## src/rtl/lc4_iter_divider.sv

```systemverilog
// lc4_iter_divider: 16-bit unsigned restoring divider for LC4 DIV/MOD.
// One quotient bit per cycle through a single shared cla16 subtractor.
// Both sides use valid/ready handshakes so the pipeline can stall around it.

// cla16: 16-bit carry-lookahead adder built from four 4-bit groups.
module cla16 (
    input  logic [15:0] a_i,
    input  logic [15:0] b_i,
    input  logic        cin_i,
    output logic [15:0] sum_o
);
    logic [15:0] g, p, c;
    logic [3:0]  gg, gp;
    logic [4:0]  gc;

    // Bit generate/propagate, group lookahead, then in-group carries and sum.
    always_comb begin
        g  = a_i & b_i;
        p  = a_i ^ b_i;
        gg = '0;
        gp = '0;
        gc = '0;
        c  = '0;
        gc[0] = cin_i;
        for (int unsigned j = 0; j < 4; j++) begin
            gp[j] = &p[j*4 +: 4];
            gg[j] = g[j*4+3]
                  | (p[j*4+3] & g[j*4+2])
                  | (p[j*4+3] & p[j*4+2] & g[j*4+1])
                  | (p[j*4+3] & p[j*4+2] & p[j*4+1] & g[j*4]);
            gc[j+1] = gg[j] | (gp[j] & gc[j]);
        end
        for (int unsigned j = 0; j < 4; j++) begin
            c[j*4] = gc[j];
            for (int unsigned k = 1; k < 4; k++) begin
                c[j*4+k] = g[j*4+k-1] | (p[j*4+k-1] & c[j*4+k-1]);
            end
        end
        sum_o = p ^ c;
    end
endmodule

module lc4_iter_divider #(
    parameter int unsigned ITERS = 16
) (
    input  logic        clk,
    input  logic        rst,
    input  logic        in_valid,
    output logic        in_ready,
    input  logic [15:0] dividend,
    input  logic [15:0] divisor,
    output logic        out_valid,
    input  logic        out_ready,
    output logic [15:0] quotient,
    output logic [15:0] remainder
);
    typedef enum logic [1:0] {
        IDLE = 2'd0,
        BUSY = 2'd1,
        DONE = 2'd2
    } state_t;

    state_t      state_q, state_d;
    logic [4:0]  count_q, count_d;
    logic [15:0] q_q, q_d;
    logic [15:0] r_q, r_d;
    logic [15:0] d_q, d_d;

    logic [16:0] cand;
    logic [15:0] sub_b;
    logic [15:0] diff;
    logic        c16;
    logic        ge;

    assign cand  = {r_q, q_q[15]};
    assign sub_b = ~d_q;

    cla16 u_sub (
        .a_i  (cand[15:0]),
        .b_i  (sub_b),
        .cin_i(1'b1),
        .sum_o(diff)
    );

    // Carry-out recovered from the top-bit operands and the sum bit:
    // c15 = diff15 ^ a15 ^ b15, so c16 = a15&b15 | (a15|b15)&~diff15.
    assign c16 = (cand[15] & sub_b[15]) | ((cand[15] | sub_b[15]) & ~diff[15]);
    assign ge  = cand[16] | c16;

    assign in_ready  = (state_q == IDLE);
    assign out_valid = (state_q == DONE);
    assign quotient  = q_q;
    assign remainder = r_q;

    // Next-state and datapath update for accept, iterate and handoff.
    always_comb begin
        state_d = state_q;
        count_d = count_q;
        q_d     = q_q;
        r_d     = r_q;
        d_d     = d_q;
        case (state_q)
            IDLE: begin
                if (in_valid) begin
                    count_d = '0;
                    r_d     = '0;
                    d_d     = divisor;
                    if (divisor == '0) begin
                        q_d     = '0;
                        state_d = DONE;
                    end else begin
                        q_d     = dividend;
                        state_d = BUSY;
                    end
                end
            end
            BUSY: begin
                r_d     = ge ? diff : cand[15:0];
                q_d     = {q_q[14:0], ge};
                count_d = count_q + 5'd1;
                if (count_q == 5'(ITERS - 1)) begin
                    state_d = DONE;
                end
            end
            DONE: begin
                if (out_ready) begin
                    state_d = IDLE;
                end
            end
            default: state_d = IDLE;
        endcase
    end

    // State and datapath registers with synchronous reset.
    always_ff @(posedge clk) begin
        if (rst) begin
            state_q <= IDLE;
            count_q <= '0;
            q_q     <= '0;
            r_q     <= '0;
            d_q     <= '0;
        end else begin
            state_q <= state_d;
            count_q <= count_d;
            q_q     <= q_d;
            r_q     <= r_d;
            d_q     <= d_d;
        end
    end
endmodule
```

## config.mk

```make
export PLATFORM = sky130hd
export DESIGN_NAME = lc4_iter_divider
export DESIGN_NICKNAME = d
export VERILOG_FILES = /design/src/rtl/lc4_iter_divider.sv
export SDC_FILE = /design/constraint.sdc
export NUM_CORES = 1
export LEC_CHECK = 0
export ABC_AREA = 1
export BUFFER_PORTS_ARGS = -buffer_cell sky130_fd_sc_hd__buf_2
export CAP_MARGIN = 0
export CORE_MARGIN = 5
export CORE_UTILIZATION = 40
export DETAILED_ROUTE_END_ITERATION = 16
export GPL_ROUTABILITY_DRIVEN = 0
export SETUP_SLACK_MARGIN = 0.1
export SYNTH_ARGS = -nofsm -noshare
export SYNTH_HDL_FRONTEND = slang
export SYNTH_SLANG_ARGS = --single-unit
```

## constraint.sdc

```tcl
create_clock -name clk -period 8.3 [get_ports clk]
set_clock_uncertainty 0.2 [all_clocks]
set_input_delay 0.415 -clock clk [delete_from_list [all_inputs] [get_ports clk]]
set_output_delay 0.415 -clock clk [all_outputs]
set_load 0.01 [all_outputs]
```

==> results.md <==
- The root buffer selected by CTS is sky130_fd_sc_hd__clkbuf_8.
- Across all register-to-register paths, the minimum setup slack is 4100 ps.
- Summed over all layers, the routed wires come to 7.17 mm.
- The peak supply drop is 89.5 uV.
- The average footprint of a synthesized cell is 7.63 sq um.
- 70 I/O pins were placed.
- The final number of hold-violating endpoints was 0.
- The cell count after synthesis is 403.
- The synthesized net count is 466.
- In this run the worst hold path is classified as input port to flop.
- Headroom to the max-slew limit came out at 0.361.
- In this run, post-CTS hold repair placed 0 buffers.
- The total inserted antenna cells is 0.
- The data arrival time of the critical path is 4170 ps.
- The die is 97.7 um tall.
- The starting density of the core is 0.404.
- For this design the ratio of total power to cell area is 199 mW/mm^2.
- The worst flop-to-flop path startpoint is d_q[2].
- The number of synthesized flops with an enable pin is 0.
- The number of sinks handled by clock tree synthesis is 55.
- The number of nets still failing antenna checks after routing is 0.
- The longest individual stage delay on the worst path is 680 ps.
- The worst hold path terminates at d_q[13].
- The total number of vias is 2706.
- The transition time at the pin with the least slew margin is 955 ps.
- The launch instance of the worst min-delay path is divisor[13].
- For this run, design rule violations remaining after detail routing come to 0.
- In the finished design, the share of the clock period the worst path needs comes to 0.506.
- The detailed router finished its first iteration with 97 violations.
- TritonCTS built the clock tree.
- The HPWL after detailed placement is 5.08 mm.
- The largest net degree at the start of global routing is 46.
- Measured along the x axis, the die boundary spans 97.7 um.
- The die covers 0.00954 sq mm.
- Walking the worst path, the cells encountered are inv_1 > ha_1 > nand2_1 > nor2_1 > nand2_1 > nand2_1 > nand2_1 > nand2_1 > a21oi_1 > fa_1 > fa_1 > fa_1 > fa_1 > nand2_1 > inv_1 > o21ai_0 > a21oi_1.
- The via count of the first global-routing pass is 2569.
- After detailed routing, the met3 layer carries 485 um of wire.
- Compared with the post-synthesis result, the final layout area differs by 13.6%.
- Of all flip-flops after synthesis, the portion carrying an async set or reset was 0.
- The worst register-to-register path ends at remainder[3].
- The length of routed met2 wiring is 3.37 mm.
- The number of buffers added for setup after CTS is 0.
- The clock passes through at most 2 buffers.
- The number of pins exceeding their max-slew limit in the final report was 0.
- The placeable core area is 0.00761 sq mm.
- The number of cell rows is 32.
- The cell area that synthesis handed to floorplanning was 0.00307 sq mm.
- In the global route stage, overall resource usage came out at 0.148.
- The number of antenna violations at the first check in global routing is 0.
- Among all flip-flop cells after synthesis, the most frequent one is sky130_fd_sc_hd__dfxtp_1.
- The cell depth of the worst flop-to-flop path is 17.
- The number of buffers and inverters on the critical path is 2.
- The Yosys step of the flow raised 0 warnings.
- Of all nets on the critical path, the largest fanout is 32.
- The sort of element at the start of the critical path is a flop.
- Max-cap violations in this run came to 0.
- For this design the static power due to leakage is 1.56 nW.
- In this run the tool buffered the top-level ports with 69 buffer cells.
- The number of resized instances in the post-cts repair step is 0.
- After detailed routing, no signal wire sits above met4.
- After detailed routing, the number of vias per cell comes to 4.81.
- The cell seen most often among critical-path stages is sky130_fd_sc_hd__nand2_1.
- For this design, the slowest cell found on the critical path is sky130_fd_sc_hd__nand2_1.
- The later pin in the worst-skew pair is clocked with a latency of 310 ps.
- The count of unique library cells instantiated by Yosys is 28.
- The tightest hold path in the finished design has a slack of 171 ps.
- The required time reported for the critical path endpoint is 8260 ps.
- The wire length of the first global-routing pass is 11.7 mm.
- The number of buffers created by CTS is 5.
- The largest delay contributor family on the critical path is adder cells.
- The met1 routed wirelength after detailed routing is 3.27 mm.
- Of the synthesized area, sequential elements account for 0.358.
- Setup violations remaining at the end of the flow were counted as 0.
- The total congestion overflow after global routing is 0.
- The total negative setup slack is 0 ps.
- The clock slew at the register clock pins of the worst setup and hold paths is 100 ps.
- The nature of the critical path endpoint is a flop.
- The routed length per instance is 12.7 um.
- Setup repair after global routing left no endpoint under its margin.
- The detailed-router iteration count before antenna repair is 4.
- The worst hold path passes through 3 cells.
- The critical path class is flop to flop.
- The clock period could shrink to 4200 ps.
- Synthesis inferred 55 register bits.
- The upper clock frequency limit is 0.238 GHz.
- The net count of the finished layout is 523.
- The maximum level of the CTS H-tree is 2.
- The run finished with clean final reports.
- The share of layout cells above drive strength 1 is 0.182.
==> synth_stat cells (2+ instances only) <==
cell                       instances  area, sq um
sky130_fd_sc_hd__a21oi_1          63          315
sky130_fd_sc_hd__a22oi_1          16          120
sky130_fd_sc_hd__buf_2             4         20.0
sky130_fd_sc_hd__buf_6             8         90.1
sky130_fd_sc_hd__clkbuf_1          5         18.8
sky130_fd_sc_hd__dfxtp_1          55         1100
sky130_fd_sc_hd__fa_1             12          240
sky130_fd_sc_hd__ha_1             15          188
sky130_fd_sc_hd__inv_1            59          221
sky130_fd_sc_hd__nand2_1          62          233
sky130_fd_sc_hd__nand2_4           2         22.5
sky130_fd_sc_hd__nand3_1           6         30.0
sky130_fd_sc_hd__nor2_1           43          161
sky130_fd_sc_hd__nor3_1            2         10.0
sky130_fd_sc_hd__o211ai_1          6         45.0
sky130_fd_sc_hd__o21ai_0          31          155
sky130_fd_sc_hd__or2_2             2         12.5
sky130_fd_sc_hd__xnor2_1           2         17.5
==> registers in the layout, summed over array words and instances, names as in the netlist <==
| signal | count |
|---|---|
| state_q | 2 |
| d_q | 16 |
| remainder | 16 |
| count_q | 5 |
| quotient | 16 |
==> layout by cell type (no fill, tap or decap), types with 2 or more instances in the layout <==
master	Yosys	routed
sky130_fd_sc_hd__a22oi_1	16	16
sky130_fd_sc_hd__inv_1	59	59
sky130_fd_sc_hd__nor2_1	43	43
sky130_fd_sc_hd__buf_2	4	69
sky130_fd_sc_hd__fa_1	12	12
sky130_fd_sc_hd__nand2_4	2	2
sky130_fd_sc_hd__a21oi_1	63	63
sky130_fd_sc_hd__or2_2	2	2
sky130_fd_sc_hd__dfxtp_1	55	55
sky130_fd_sc_hd__nand3_1	6	6
sky130_fd_sc_hd__xnor2_1	2	2
sky130_fd_sc_hd__o21ai_0	31	31
sky130_fd_sc_hd__nor3_1	2	2
sky130_fd_sc_hd__nand2_1	62	62
sky130_fd_sc_hd__clkbuf_8	0	5
sky130_fd_sc_hd__o211ai_1	6	6
sky130_fd_sc_hd__ha_1	15	15
==> cell type report <==
| type | instances | area (sq um) |
|---|---|---|
| repair buffers | 69 | 345 |
| clock buffers | 6 | 72.6 |
| flip-flops and latches | 55 | 1100 |
| fillers | 803 | 4120 |
| inverters | 61 | 231 |
| clock inverters | 2 | 12.5 |
| multi-input cells | 268 | 1600 |
| well taps | 102 | 128 |
==> worst max-delay path by stage <==
stage	depth (start not counted)	from	slack (ps)	to
6_report	17	d_q[2]	4100	remainder[3]
5_1_grt	17	d_q[2]	3770	remainder[7]
4_1_cts	17	d_q[2]	4080	remainder[3]
3_5_place_dp	17	d_q[2]	4080	remainder[3]
3_3_place_gp	17	d_q[3]	4220	remainder[7]
2_1_floorplan	17	quotient[15]	4740	remainder[15]
==> where the power goes <==
group          switching [mW]  internal, mW  leakage (nW)
sequential             0.0234         0.289         0.450
combinational           0.144        0.0912          1.07
clock                  0.0878        0.0593        0.0412
==> metrics by stage <==
step	total power, mW	instance area, sq um	cells	util	worst slack [ps]
floorplan	0.496	3070	403	-	4740
global placement	0.552	3410	555	0.448	4220
detailed placement	0.557	3410	555	0.448	4080
CTS	0.703	3490	563	0.459	4080
global route	0.749	3490	563	0.459	3770
finish	0.694	3490	563	0.459	4100
==> layer usage <==
metal  global-route usage  vias up
met1                0.181     1221
li1                     -     1420
met5                    0        -
met2                0.258       61
met4               0.0256        0
met3               0.0481        4
==> worst register-to-register path: cells and delay by family, from the launching register on <==
family | cells | cell delay, ps
adders and majority gates | 5 | 1800
and+or+nand+nor | 7 | 1120
DFF | 1 | 380
AOI/OAI and AO/OA | 3 | 360
buffers and inverters | 2 | 200
==> logic make-up (layout without fill, tap and decap cells) <==
group | count (synthesis) | count (layout) | share of synthesized area
simple gates | 121 | 121 | 0.162
compound gates | 118 | 118 | 0.214
buf+inv | 80 | 138 | 0.121
flops | 55 | 55 | 0.358
fa+ha+maj | 27 | 27 | 0.139
xor+xnor | 2 | 2 | 0.00570
(Power assumes the default switching activity.)
